`config.mk`:
```
export PLATFORM = sky130hd
export DESIGN_NAME = scu_timers_flat
export DESIGN_NICKNAME = d
export VERILOG_FILES = /design/src/rtl/scu_timers_pkg.sv /design/src/rtl/scu_timers_if.sv /design/src/rtl/scu_edge_det.sv /design/src/rtl/scu_timers.sv /design/src/flat_wrapper.sv
export SDC_FILE = /design/constraint.sdc
export NUM_CORES = 1
export LEC_CHECK = 0
export ABC_AREA = 1
export CAP_MARGIN = 20
export CORE_MARGIN = 1
export CORE_UTILIZATION = 60
export CTS_BUF_LIST = sky130_fd_sc_hd__clkbuf_4 sky130_fd_sc_hd__clkbuf_8
export DETAILED_ROUTE_END_ITERATION = 10
export DONT_BUFFER_PORTS = 1
export GPL_ROUTABILITY_DRIVEN = 0
export HOLD_SLACK_MARGIN = 0.05
export PLACE_DENSITY = 0.73
export SLEW_MARGIN = 40
export SYNTH_ARGS = -nofsm -noshare
export SYNTH_HDL_FRONTEND = slang
export SYNTH_SLANG_ARGS = --single-unit
```
`constraint.sdc`:
```
create_clock -name clk -period 2.05 [get_ports clk]
set_input_delay 0.205 -clock clk [delete_from_list [all_inputs] [get_ports clk]]
set_output_delay 0.205 -clock clk [all_outputs]
set_load 0.01 [all_outputs]
```
`src/rtl/scu_timers_pkg.sv`:
```
// Shared SCU timer types: counter widths, Timer 1 mode register layout and FSM states.
package scu_timers_pkg;

  localparam int T0_CNT_W = 10;
  localparam int T1_CNT_W = 9;

  // ENB gates both timers; MD=1 restricts Timer 1 to lines where Timer 0 matched.
  typedef struct packed {
    logic enb;
    logic md;
  } T1MD_t;

  typedef enum logic {
    T1_IDLE  = 1'b0,
    T1_COUNT = 1'b1
  } t1_state_t;

endpackage

```
`src/rtl/scu_timers_if.sv`:
```
// Register-file and video-timing inputs into the SCU timers, IRQ pulses and status out.
interface scu_timers_if
  import scu_timers_pkg::*;
#(
  parameter int T0_W = T0_CNT_W,
  parameter int T1_W = T1_CNT_W
);

  logic            ce;
  logic            dot_ce;
  logic            hblank;
  logic            vblank;
  logic [T0_W-1:0] t0c;
  logic [T1_W-1:0] t1s;
  T1MD_t           t1md;
  logic            t0_irq;
  logic            t1_irq;
  logic [T0_W-1:0] t0_cnt;

  modport master (
    output ce, dot_ce, hblank, vblank, t0c, t1s, t1md,
    input  t0_irq, t1_irq, t0_cnt
  );

  modport slave (
    input  ce, dot_ce, hblank, vblank, t0c, t1s, t1md,
    output t0_irq, t1_irq, t0_cnt
  );

endinterface

```
`src/rtl/scu_edge_det.sv`:
```
// Registered single-edge detector on a level input; pulse appears 1 CE cycle after the edge is sampled.
// State only advances on CE, so the pulse holds while CE=0.
module scu_edge_det #(
  parameter bit RISING = 1'b1
) (
  input  logic clk,
  input  logic rst_n,
  input  logic ce,
  input  logic d,
  output logic pulse
);

  logic d_q;

  always_ff @(posedge clk or negedge rst_n) begin
    if (!rst_n) begin
      d_q   <= 1'b0;
      pulse <= 1'b0;
    end else if (ce) begin
      d_q   <= d;
      pulse <= RISING ? (d & ~d_q) : (~d & d_q);
    end
  end

endmodule

```
`src/rtl/scu_timers.sv`:
```
// SCU Timer 0 (line counter with compare) and Timer 1 (per-line dot countdown) with IRQ pulses.
// T0_IRQ 2 CE cycles after the blanking edge is sampled; T1_IRQ 1 CE after the expiring DOT_CE.
module scu_timers
  import scu_timers_pkg::*;
#(
  parameter int T0_W = T0_CNT_W,
  parameter int T1_W = T1_CNT_W
) (
  input  logic         clk,
  input  logic         rst_n,
  scu_timers_if.slave  bus
);

  logic            hb_in;
  logic            vb_out;
  logic            t0_upd;
  logic            t0_hit;
  logic [T0_W-1:0] t0;
  logic [T0_W-1:0] t0_next;
  logic            line_match;
  logic            t0_irq_q;
  logic [T1_W-1:0] t1;
  t1_state_t       t1_state;
  logic            t1_irq_q;

  scu_edge_det #(.RISING(1'b1)) u_hb_det (
    .clk   (clk),
    .rst_n (rst_n),
    .ce    (bus.ce),
    .d     (bus.hblank),
    .pulse (hb_in)
  );

  scu_edge_det #(.RISING(1'b0)) u_vb_det (
    .clk   (clk),
    .rst_n (rst_n),
    .ce    (bus.ce),
    .d     (bus.vblank),
    .pulse (vb_out)
  );

  // VBlank-out wins over a coincident HBlank-in; the compare always sees the post-update count.
  always_comb begin
    t0_upd  = hb_in | vb_out;
    t0_next = vb_out ? '0 : t0 + T0_W'(1);
    t0_hit  = t0_upd && (t0_next == bus.t0c);
  end

  always_ff @(posedge clk or negedge rst_n) begin
    if (!rst_n) begin
      t0         <= '0;
      line_match <= 1'b0;
      t0_irq_q   <= 1'b0;
    end else if (bus.ce) begin
      if (!bus.t1md.enb) begin
        t0         <= '0;
        line_match <= 1'b0;
        t0_irq_q   <= 1'b0;
      end else begin
        if (t0_upd) begin
          t0 <= t0_next;
        end
        if (hb_in) begin
          line_match <= t0_hit;
        end else if (t0_hit) begin
          line_match <= 1'b1;
        end
        t0_irq_q <= t0_hit;
      end
    end
  end

  // A new line always reloads, even while a countdown is still pending.
  always_ff @(posedge clk or negedge rst_n) begin
    if (!rst_n) begin
      t1       <= '0;
      t1_state <= T1_IDLE;
      t1_irq_q <= 1'b0;
    end else if (bus.ce) begin
      t1_irq_q <= 1'b0;
      if (!bus.t1md.enb) begin
        t1_state <= T1_IDLE;
      end else if (hb_in) begin
        t1       <= bus.t1s;
        t1_state <= T1_COUNT;
      end else begin
        case (t1_state)
          T1_IDLE: t1_state <= T1_IDLE;
          T1_COUNT: begin
            if (bus.dot_ce) begin
              if (t1 != '0) begin
                t1 <= t1 - T1_W'(1);
              end else begin
                t1_irq_q <= ~bus.t1md.md | line_match;
                t1_state <= T1_IDLE;
              end
            end
          end
          default: t1_state <= T1_IDLE;
        endcase
      end
    end
  end

  assign bus.t0_irq = t0_irq_q;
  assign bus.t1_irq = t1_irq_q;
  assign bus.t0_cnt = t0;

endmodule

```
`src/flat_wrapper.sv`:
```
// flat-port wrapper written by rule: the top's interface ports become plain ports
module scu_timers_flat import scu_timers_pkg::*;
#(
  parameter int T0_W = T0_CNT_W,
  parameter int T1_W = T1_CNT_W
)
  (clk, rst_n, bus_ce, bus_dot_ce, bus_hblank, bus_vblank, bus_t0c, bus_t1s, bus_t1md, bus_t0_irq, bus_t1_irq, bus_t0_cnt);
  scu_timers_if #(.T0_W(T0_W), .T1_W(T1_W)) bus_i ();
  input  logic clk;
  input  logic rst_n;
  input wire logic [$bits(bus_i.ce)-1:0] bus_ce;
  input wire logic [$bits(bus_i.dot_ce)-1:0] bus_dot_ce;
  input wire logic [$bits(bus_i.hblank)-1:0] bus_hblank;
  input wire logic [$bits(bus_i.vblank)-1:0] bus_vblank;
  input wire logic [$bits(bus_i.t0c)-1:0] bus_t0c;
  input wire logic [$bits(bus_i.t1s)-1:0] bus_t1s;
  input wire logic [$bits(bus_i.t1md)-1:0] bus_t1md;
  output wire logic [$bits(bus_i.t0_irq)-1:0] bus_t0_irq;
  output wire logic [$bits(bus_i.t1_irq)-1:0] bus_t1_irq;
  output wire logic [$bits(bus_i.t0_cnt)-1:0] bus_t0_cnt;
  assign bus_i.ce = bus_ce;
  assign bus_i.dot_ce = bus_dot_ce;
  assign bus_i.hblank = bus_hblank;
  assign bus_i.vblank = bus_vblank;
  assign bus_i.t0c = bus_t0c;
  assign bus_i.t1s = bus_t1s;
  assign bus_i.t1md = bus_t1md;
  assign bus_t0_irq = bus_i.t0_irq;
  assign bus_t1_irq = bus_i.t1_irq;
  assign bus_t0_cnt = bus_i.t0_cnt;
  scu_timers #(.T0_W(T0_W), .T1_W(T1_W)) u_core (.clk(clk), .rst_n(rst_n), .bus(bus_i));
endmodule
```
# Word-level counts from Yosys, hierarchy flattened
# Index checks and enable logic that the tools add are counted.
# classes
addsub	2
n_mul	0
n_div	0
order_cmp	0
eq_ne	3
shifts	0
n_mux	21
bitwise	8
reduce_logical	8
# op_table
operator	count
$mux W9	4
$mux W10	3
$mux W1	13
$add A10 B1 Y10 const B	1
$eq A10 B10 Y1	1
$reduce_bool A9 Y1	1
$sub A9 B1 Y9 const B	1
$reduce_bool A2 Y1	3
$reduce_and A5 Y1	1
$not A1 Y1	4
$reduce_and A2 Y1	2
$ne A3 B1 Y1 const B	1
$and A1 B1 Y1	2
$ne A2 B1 Y1 const B	1
$or A1 B1 Y1	2
$pmux W1 S2	1
$logic_and A1 B1 Y1	1
# word_totals
regBits	27
latchBits	0
ram_bits	0
rom_bits	0
input_bits	27
out_inout_bits	12
mem_count	0

# Longest topological paths before layout
# Gate-level depths: netlist of run 1.
# depth
ltp_word	7
mapped_depth	15

# By module
# Synthesis of run 1 repeated with hierarchy kept, for this count alone.
# hier_totals
cells_unflattened	250
hier_area_um2	1775.5
# by_module_without_submodules
mod	instances	cells_each	area_each_um2	seq_area_each_um2
scu_timers	1	231	1615.3	575.6
scu_edge_det (u_core.u_vb_det)	1	10	81.3	50.0
scu_edge_det (u_core.u_hb_det)	1	9	78.8	50.0

# Least setup slack after synthesis of run 1
# Ideal clock, no wire load.
# synth_timing
path_kind	register to register
from	register u_core.t0[1], in the netlist u_core.bus.t0_cnt[1]
to	register u_core.line_match
setup_time_ns	0.118
arrival_time_ns	1.540
setup_slack_ns	0.392
stages_incl_launch_ff	15
path_cell_list	dfrtp_1 ha_1 nand2_1 nand2_1 nand2_1 nor2_1 nand3_1 nor2_1 nand2_1 nor2_2 nand2_1 nand2_1 nand2_1 nand2_1 nand2_1
# synth_via
elab_chain_cells	6
elab_cells_between_ends	8
classes_between	add/sub (1); eq/ne (2); mux (3); reduce/logical (2)
# synth_lines
item	line_no	rtl
start, declared	scu_timers.sv:18	logic [T0_W-1:0] t0;
start signal, assigned	scu_timers.sv:61	t0 <= t0_next;
$add A10 B1 Y10 (*)	scu_timers.sv:45	t0_next = vb_out ? '0 : t0 + T0_W'(1);
$mux W10 (*)	scu_timers.sv:45	
$eq A10 B10 Y1 (*)	scu_timers.sv:46	t0_hit = t0_upd && (t0_next == bus.t0c);
$logic_and A1 B1 Y1 (*)	scu_timers.sv:46	
$ne A3 B1 Y1 (no line) or $mux W1 (tied branches)	--	
$reduce_and A2 Y1 (no line) or $mux W1 (tied branches)	--	
end signal, assigned	scu_timers.sv:64	line_match <= t0_hit;
end, declared	scu_timers.sv:20	logic line_match;
# Every way passes the cells marked *; elsewhere a longest branch is shown, timed or not.
# A chain may end at the register's enable or synchronous reset.

# Final worst setup path of run 1
# layout_timing
from	register u_core.t0[0], in the netlist u_core.bus.t0_cnt[0]
to	register u_core.line_match
# The elaborated chain is that of the path after synthesis.

==> key figures, run 1 <==
Floorplanning
  – Rows: 19
  – Die area: around 0.0031 mm²
  – Die X: around 55 µm
  – Core area: ~0.0027 mm²
  – Initial Util: around 63%
  – Top Ports: 39
  – Die span in y: between 50 and 60 µm

STA
  – Max Freq: 570 MHz
  – Final worst setup slack: slightly below 0.3 ns
  – Hold Vio Cnt, Final: 0
  – Unrepaired setup endpoints after global routing: false
  – Setup Skew: between 0.01 and 0.015 ns
  – Period utilization: between 80% and 90%
  – Worst-Margin Slew: slightly below 0.6 ns
  – Period minus WS final: roughly 1.8 ns
  – # setup viols final: 0
  – Final max-slew violation count: 0
  – Relative slew slack: around three fifths
  – Final setup TNS: 0 ns

Placement
  – # port buffers: 0
  – Final HPWL DP: approximately 2800 µm
  – DP Worst Slack: 0.231 ns

Setup path
  – Critical R2R Launch: u_core.bus.t0_cnt[0]$_DFFE_PN0P_
  – Worst Path Max Fanout: 4
  – Worst path slowest cell: dfrtp_2
  – Endpoint type of the worst setup path: register
  – Worst EP required: 2.29 ns
  – Critical Path Start Type: register
  – CP Cell Sequence: ha_4 -> nand2_1 -> nand2_1 -> nand2_1 -> nor2_1 -> nand3_1 -> nor2_1 -> nand2_1 -> nor2_2 -> nand2_1 -> nand2_1 -> nand2_1 -> nand2_1 -> nand2_1
  – Reg-to-reg critical path endpoint: u_core.line_match$_DFFE_PN0P_
  – Critical path class: reg -> reg
  – R2r worst-path depth: 14
  – Max incr delay on CP: 0.49 ns
  – WP data arrival: ~2.0 ns
  – Register-to-register setup slack: 0.30 ns
  – Most used cell along the critical path: nand2_1

Yosys
  – EDFF count, synth: 0
  – Synthesized area per cell: 7.15 µm²
  – FF+latch count, synth: 27
  – Syn nets: 270
  – Ys async rst share: between 90% and 100%
  – Yosys warnings: 0
  – Main synth FF type: dfrtp_1
  – Synth cell types: 30
  – Synthesized instance count: 240
  – Cell area after synthesis: between 0.0015 and 0.002 mm²
  – Post-synthesis sequential area ratio: 39.4%

Status
  – Outcome: finished clean

Drt
  – Drt total wl: 3920 µm
  – 1st-iter DRT viols: between 100 and 150
  – TritonRoute pass-1 iters: 4
  – Vias after detailed routing: around 1600
  – WL/cell: ~14 µm
  – Drt via density: approximately 5.8
  – DRC Markers: 0
  – Final ANT Viol Nets: 0

Global routing
  – First-pass GRT wire length: 6890 µm
  – Number of global-route vias before repair: between 1500 and 2000
  – Initial antenna violation count: 0
  – GRT overflow: 0
  – Largest net degree at the start of global routing: 28
  – Total track usage: about 28%

Finish
  – ANT cells: 0
  – Final net count: roughly 280
  – Area Overhead vs Synth: 11.2%
  – # fillers: 231
  – Share of layout cells above drive strength 1: 9.49%

Hold path
  – Hold path startpoint: bus_ce
  – Sink of the worst hold path: u_core.bus.t1_irq$_DFFE_PN0P_
  – Hold Crit Class: in -> reg
  – Hold depth: 2

CTS
  – Clk_lat worst skew: ~0.33 ns
  – CTS tree: yes
  – CTS Buf Count: 3
  – Clock Tree Root: clkbuf_4
  – Clock sink total: 27
  – Number of post-CTS setup repair buffers: 0
  – CTS clk-pin slew, worst paths: roughly 0.16 ns
  – Bufs on Longest Clock Path: 2
  – CTS H-tree lvls: 1

Power
  – Worst vdd ir: about 750 µV
  – Power Density: about 730 mW/mm²
  – Leakage Power: roughly 0.0009 µW

Job
  – Max cap viols: 0
[cells in the final DEF, fill, tap and decap left out, drive strengths merged, types with 4 or more instances in the layout]
master        n
buf           4
nand3        19
nand4         5
nand2        72
nor2         30
dlygate4sd3  10
o22ai        12
o21ai        15
a21oi         6
inv          32
dfrtp        27
[logic make-up (layout without fill, tap and decap cells)]
kind of cell | Yosys count | count (layout) | synth area share, %
compound gates | 44 | 44 | 16.3
xor+xnor | 1 | 1 | 0.511
fa+ha+maj | 3 | 3 | 2.19
buf+inv | 37 | 50 | 8.83
flops | 27 | 27 | 39.4
simple gates | 128 | 128 | 32.8
[metal layers]
layer | vias up | wire, µm | track usage, %
li1 | 818 | - | -
met1 | 766 | 1610 | 33.9
met2 | 51 | 2070 | 48.7
met3 | 6 | 200 | 3.51
met4 | 0 | 43 | 12.9
met5 | - | 0 | 0
[sequential cells by signal, indices dropped and copies added (netlist names)]
register,flops
u_core.bus.t1_irq,1
u_core.bus.t0_irq,1
u_core.u_vb_det.pulse,1
u_core.line_match,1
u_core.bus.t0_cnt,10
u_core.t1_state,1
u_core.u_vb_det.d_q,1
u_core.u_hb_det.pulse,1
u_core.t1,9
u_core.u_hb_det.d_q,1
[per-stage QoR]
| stage | std cells | total power (µW) | hold slack (ns) | utilization (%) | area, µm² |
|---|---|---|---|---|---|
| 2_1_floorplan | 240 | 1030 | -0.0906 | - | 1720 |
| 3_3_place_gp | 269 | 1090 | -0.0900 | 63.8 | 1750 |
| 3_5_place_dp | 269 | 1110 | -0.0901 | 63.8 | 1750 |
| 4_1_cts | 284 | 1380 | 0.0604 | 69.2 | 1890 |
| 5_1_grt | 284 | 1490 | 0.0668 | 69.7 | 1910 |
| 6_report | 284 | 1390 | 0.0657 | 69.7 | 1910 |
[power by group]
part	internal (µW)	switching, µW
registers	628	96.5
clock network	73.1	163
logic	172	254
total	873	513
[critical path, delay by kind of cell (launching register included)]
family / cells / cell delay (ns)
flops: 1 / 0.49
fa+ha+maj: 1 / 0.30
simple gates: 13 / 0.87
[synthesized netlist by cell type (all sizes together), types with 3 or more instances]
| cell type | count | area (µm²) |
|---|---|---|
| o22ai | 12 | 75.1 |
| ha | 3 | 37.5 |
| nand3 | 19 | 100 |
| a21oi | 6 | 41.3 |
| o21ai | 15 | 75.1 |
| nand2 | 72 | 275 |
| inv | 32 | 120 |
| nand4 | 5 | 31.3 |
| a31oi | 3 | 25.0 |
| clkbuf | 3 | 12.5 |
| nor2 | 30 | 128 |
| dfrtp | 27 | 676 |
| o211ai | 3 | 22.5 |
[what timing repair did]
action / in CTS / in global routing
endpoints found under the setup margin: 0 / 1
hold buffers: 11 / 0
endpoints found under the hold margin: 37 / 0
resized for setup: 0 / 2
[worst max path at each step]
stage / start / end / slack [ns] / cells after the start
5_1_grt: u_core.u_vb_det.pulse$_DFFE_PN0P_ / u_core.line_match$_DFFE_PN0P_ / 0.05 / 14
3_3_place_gp: u_core.bus.t0_cnt[0]$_DFFE_PN0P_ / u_core.line_match$_DFFE_PN0P_ / 0.29 / 14
6_report: u_core.bus.t0_cnt[0]$_DFFE_PN0P_ / u_core.line_match$_DFFE_PN0P_ / 0.30 / 14
4_1_cts: u_core.bus.t0_cnt[0]$_DFFE_PN0P_ / u_core.line_match$_DFFE_PN0P_ / 0.20 / 14
2_1_floorplan: u_core.bus.t0_cnt[1]$_DFFE_PN0P_ / u_core.line_match$_DFFE_PN0P_ / 0.39 / 14
3_5_place_dp: u_core.bus.t0_cnt[0]$_DFFE_PN0P_ / u_core.line_match$_DFFE_PN0P_ / 0.23 / 14
[area by class of cell]
type                       instances  area, µm²  share of cell area [%]
timing repair buffer              14        143                    7.48
sequential                        27        677                    35.5
clock buffer                       3       22.5                    1.18
clock inverter                     1       5.00                   0.262
inverter                          32        120                    6.30
tap                               31       38.8                    2.03
multi-input combinational        176        901                    47.2
Power figures use the tool's default switching activity.
==> run 2, diff against run 1 <==
--- a/config.mk
+++ b/config.mk
@@ -8,14 +8,15 @@
 export ABC_AREA = 1
 export CAP_MARGIN = 20
 export CORE_MARGIN = 1
-export CORE_UTILIZATION = 60
+export CORE_UTILIZATION = 51
 export CTS_BUF_LIST = sky130_fd_sc_hd__clkbuf_4 sky130_fd_sc_hd__clkbuf_8
 export DETAILED_ROUTE_END_ITERATION = 10
 export DONT_BUFFER_PORTS = 1
 export GPL_ROUTABILITY_DRIVEN = 0
 export HOLD_SLACK_MARGIN = 0.05
-export PLACE_DENSITY = 0.73
+export PLACE_DENSITY = 0.63
 export SLEW_MARGIN = 40
 export SYNTH_ARGS = -nofsm -noshare
 export SYNTH_HDL_FRONTEND = slang
 export SYNTH_SLANG_ARGS = --single-unit
+export TNS_END_PERCENT = 5
==> key figures, run 2 (synthesized netlist as in run 1, its figures left out) <==
Setup path
  – Crit. path cell count: 14
  – Endpoint type of the worst setup path: register
  – CP top delay family: simple AND/OR/NAND/NOR gates
  – Most used cell along the critical path: nand2_1
  – Worst path slowest cell: dfrtp_1
  – Worst Path Max Fanout: 7
  – Max incr delay on CP: ~0.48 ns
  – R2r worst-path depth: 14
  – Critical path class: reg -> reg
  – CP Cell Sequence: ha_1 -> nand2_2 -> nor2_2 -> nand3_1 -> nand3_1 -> nand2_1 -> nand2_1 -> nand2_1 -> nor2_2 -> nand2_1 -> nand2_1 -> nand2_1 -> nand2_1 -> nand2_1
  – WP data arrival: about 2 ns
  – Critical Path Start Type: register
  – Worst EP required: approximately 2.3 ns
  – Buffers and inverters on the worst path: 0

Drt
  – Vias after detailed routing: 1597
  – 1st-iter DRT viols: slightly above 80
  – Drt total wl: approximately 4000 µm
  – DRC Markers: 0
  – Drt via density: about 5.4
  – Final ANT Viol Nets: 0
  – WL/cell: ~13 µm
  – TritonRoute pass-1 iters: 4

STA
  – Unrepaired setup endpoints after global routing: false
  – Worst-Margin Slew: 0.618 ns
  – Max Freq: between 500 and 600 MHz
  – Final max-slew violation count: 0
  – Period utilization: 88.4%
  – Final setup TNS: 0 ns
  – Setup Skew: slightly below 0.004 ns
  – Final hold slack: approximately 0.07 ns
  – Hold Vio Cnt, Final: 0
  – Period minus WS final: 1.81 ns
  – # setup viols final: 0
  – Relative slew slack: about three fifths

Finish
  – # fillers: between 300 and 400
  – ANT cells: 0
  – Most frequent cells in the layout: nand2_1, inv_1, dfrtp_1
  – Final net count: roughly 280
  – Most common cell after layout, fill and taps aside: nand2_1
  – Post-Layout Cell Count: 296
  – Share of layout cells above drive strength 1: under 10%
  – Largest register FFs: 10
  – Area Overhead vs Synth: 11.0%

Global routing
  – GRT overflow: 0
  – Number of global-route vias before repair: 1594
  – Initial antenna violation count: 0
  – Largest net degree at the start of global routing: 28
  – First-pass GRT wire length: 6520 µm
  – Total track usage: approximately 24%

Placement
  – # port buffers: 0
  – Final HPWL DP: between 2000 and 3000 µm
  – Inst Count DP: approximately 280

CTS
  – Bufs on Longest Clock Path: 2
  – CTS tree: yes
  – Clock sink total: 27
  – CTS Buf Count: 3
  – Clock Tree Root: clkbuf_4
  – CTS clk-pin slew, worst paths: ~0.15 ns
  – Clk_lat worst skew: between 0.3 and 0.4 ns
  – CTS H-tree lvls: 1

Hold path
  – Hold depth: 2
  – Hold Crit Class: in -> reg

Floorplanning
  – Die span in y: ~60 µm
  – Rows: 20
  – Die area: 0.00360 mm²
  – Initial Util: about 55%
  – Core area: approximately 0.0031 mm²
  – Top Ports: 39
  – Die X: 60.0 µm

Power
  – Tot Pwr: roughly 1400 µW
  – Leakage Power: approximately 0.00090 µW
  – Power Density: about 720 mW/mm²
  – Worst vdd ir: ~370 µV

Job
  – Max cap viols: 0

Status
  – Outcome: finished clean
[run 2: changes by cell type in the layout (fill, tap and decap cells not counted), sizes merged]
cell / change
buf: -1
clkinv: -1
clkinvlp: +1
[run 2: power breakdown]
group	switching [µW]	internal, µW	total, µW
Combinational	255	166	422
Sequential	91.4	627	719
Clock	165	74.6	240
Total	512	868	1380
[run 2: per-stage QoR]
step	cell area (µm²)	util, %	setup WS (ns)
2_1_floorplan	1720	-	0.392
3_3_place_gp	1750	56.1	0.283
3_5_place_dp	1750	56.1	0.259
4_1_cts	1900	60.9	0.235
5_1_grt	1900	60.9	0.0170
6_report	1900	60.9	0.239
[run 2: final timing paths]
check,slack (ns),start,to
setup / recovery,0.24,u_core.bus.t0_cnt[0]$_DFFE_PN0P_,u_core.line_match$_DFFE_PN0P_
hold / removal,0.07,bus_t1s[6],u_core.t1[6]$_DFFE_PN0P_
setup reg to reg,0.24,u_core.bus.t0_cnt[0]$_DFFE_PN0P_,u_core.line_match$_DFFE_PN0P_
hold reg to reg,0.50,u_core.line_match$_DFFE_PN0P_,u_core.line_match$_DFFE_PN0P_
max in group asynchronous,1.60,rst_n,u_core.line_match$_DFFE_PN0P_
min in group asynchronous,0.29,rst_n,u_core.bus.t0_cnt[6]$_DFFE_PN0P_
[run 2: final cells by class]
type / count / area [µm²] / area share [%]
clock buffers: 3 / 22.5 / 1.18
clock inverters: 1 / 7.51 / 0.394
inverters: 32 / 120 / 6.31
multi-input cells: 176 / 888 / 46.6
flip-flops and latches: 27 / 676 / 35.5
well taps: 44 / 55.1 / 2.89
repair buffers: 13 / 135 / 7.10
[run 2: layer usage]
layer  vias up  share of wire (%)  wire [µm]  global-route usage (%)
li1        813                  -          -                       -
met1       739                 42       1670                    27.8
met2        43                 53       2090                    46.0
met3         2                4.9        195                    3.90
met4         0               0.40         16                    4.98
met5         -                  0          0                       0
[run 2: timing repair]
item / CTS / global route
endpoints found under the hold margin: 37 / 0
hold buffers: 11 / 0
resized for setup: 0 / 0
buffers inserted: 0 / 0
==> run 3, diff against run 2 <==
--- a/config.mk
+++ b/config.mk
@@ -7,6 +7,7 @@
 export LEC_CHECK = 0
 export ABC_AREA = 1
 export CAP_MARGIN = 20
+export CORE_ASPECT_RATIO = 0.9
 export CORE_MARGIN = 1
 export CORE_UTILIZATION = 51
 export CTS_BUF_LIST = sky130_fd_sc_hd__clkbuf_4 sky130_fd_sc_hd__clkbuf_8
==> key figures, run 3 (synthesized netlist as in run 1, its figures left out) <==
Status
  – Outcome: finished clean

Placement
  – Final HPWL DP: 2880 µm
  – DP Worst Slack: around 0.25 ns
  – Inst Count DP: 280
  – # port buffers: 0

Finish
  – Area Overhead vs Synth: 7.73%
  – Largest register FFs: 10
  – FF+latch area: approximately 680 µm²
  – Post-Layout Cell Count: roughly 290
  – # fillers: 310
  – Layout Utilization: about three fifths
  – Final net count: about 280
  – ANT cells: 0
  – Share of layout cells above drive strength 1: 8.98%
  – Most frequent cells in the layout: nand2_1, inv_1, dfrtp_1
  – Most common cell after layout, fill and taps aside: nand2_1
  – Footprint of the multi-input gates: between 800 and 900 µm²

CTS
  – CTS Buf Count: 3
  – Clk_lat worst skew: 0.27 ns
  – Clock Tree Root: clkbuf_8
  – Bufs on Longest Clock Path: 2
  – CTS clk-pin slew, worst paths: ~0.10 ns
  – Number of post-CTS setup repair buffers: 0
  – Clock sink total: 27
  – CTS H-tree lvls: 1
  – CTS tree: yes

Global routing
  – Total track usage: ~24%
  – Number of global-route vias before repair: ~1500
  – Largest net degree at the start of global routing: 28
  – Initial antenna violation count: 0
  – GRT overflow: 0
  – First-pass GRT wire length: about 6800 µm

Floorplanning
  – Initial Util: 54.7%
  – Top Ports: 39
  – Rows: 19
  – Die area: roughly 0.0036 mm²
  – Die span in y: 57.0 µm
  – Core area: ~0.0031 mm²
  – Die X: 63.1 µm

STA
  – Unrepaired setup endpoints after global routing: false
  – Relative slew slack: between 50% and 60%
  – Worst-Margin Slew: roughly 0.61 ns
  – # setup viols final: 0
  – Setup Skew: between 0.009 and 0.01 ns
  – Final setup TNS: 0 ns
  – Hold Vio Cnt, Final: 0
  – Final hold slack: around 0.07 ns
  – Period minus WS final: between 1.5 and 2 ns
  – Final max-slew violation count: 0
  – Final worst setup slack: roughly 0.26 ns
  – Period utilization: between 80% and 90%
  – Max Freq: roughly 560 MHz

Setup path
  – Worst Path Max Fanout: 4
  – Critical Path Start Type: register
  – WP data arrival: 1.96 ns
  – Critical path class: reg -> reg
  – Worst EP required: 2.22 ns
  – Endpoint type of the worst setup path: register

Drt
  – TritonRoute pass-1 iters: 5
  – DRC Markers: 0
  – Vias after detailed routing: 1574
  – WL/cell: ~14 µm
  – 1st-iter DRT viols: 108
  – Final ANT Viol Nets: 0
  – Drt total wl: a little under 4000 µm
  – Drt via density: roughly 5.5

Power
  – Power Density: 778 mW/mm²
  – Worst vdd ir: roughly 550 µV
  – Leakage Power: just under 0.0009 µW

Hold path
  – Hold Crit Class: in -> reg

Job
  – Max cap viols: 0
run 3: changes by cell type in the layout (fill, tap and decap cells not counted), sizes merged:
cell,previous run,this run
buf,3,4
clkbuf,3,4
clkinvlp,1,0
dlygate4sd3,10,2
run 3: worst max-delay path: stages (launching register included):
cell     delay, ns
dfrtp_1       0.46
ha_1          0.36
nand2_1       0.08
nand2_1       0.07
nand2_1       0.05
nor2_1        0.10
nand3_1       0.08
nor2_1        0.10
nand2_1       0.07
nor2_2        0.09
nand2_1       0.06
nand2_1       0.05
nand2_1       0.04
nand2_1       0.05
nand2_1       0.04
run 3: path summary, 6_finish.rpt:
kind                                                  start                                 to  slack, ns  depth (start not counted)
setup / recovery           u_core.bus.t0_cnt[0]$_DFFE_PN0P_      u_core.line_match$_DFFE_PN0P_       0.26                         14
setup reg to reg           u_core.bus.t0_cnt[0]$_DFFE_PN0P_      u_core.line_match$_DFFE_PN0P_       0.26                         14
max in group asynchronous                             rst_n           u_core.t1[7]$_DFFE_PN0P_       1.52                          2
hold / removal                                       bus_ce    u_core.u_hb_det.d_q$_DFFE_PN0P_       0.07                          2
hold reg to reg             u_core.u_hb_det.d_q$_DFFE_PN0P_  u_core.u_hb_det.pulse$_DFFE_PN0P_       0.47                          1
min in group asynchronous                             rst_n   u_core.bus.t0_cnt[2]$_DFFE_PN0P_       0.37                          2
run 3: final cells by class:
| cell class | instances | share of cell area [%] |
|---|---|---|
| multi-input combinational | 176 | 48.1 |
| sequential | 27 | 36.6 |
| inverter | 32 | 6.50 |
| timing repair buffer | 6 | 3.39 |
| tap | 42 | 2.84 |
| clock buffer | 4 | 2.64 |
run 3: report_power, final:
group / internal [µW] / switching, µW
Sequential: 628 / 91.0
Clock: 152 / 166
Combinational: 156 / 245
run 3: metal layers:
layer | vias to the layer above | GRT usage, % | wire length [µm] | share of wire, %
met5 | - | 0 | 0 | 0
met4 | 0 | 6.98 | 21 | 0.54
met3 | 2 | 5.00 | 221 | 5.7
met2 | 43 | 42.4 | 1910 | 49
met1 | 724 | 29.8 | 1760 | 45
li1 | 805 | - | - | -
run 3: repair_timing:
item,4_1_cts,5_1_grt
hold buffers,3,0
hold endpoints to repair,29,0
gates resized for setup,0,0
run 3: through the flow:
stage / total power, µW / cell area, µm²
floorplan: 1030 / 1720
global placement: 1090 / 1760
detailed placement: 1110 / 1760
CTS: 1450 / 1850
global route: 1550 / 1850
finish: 1440 / 1850
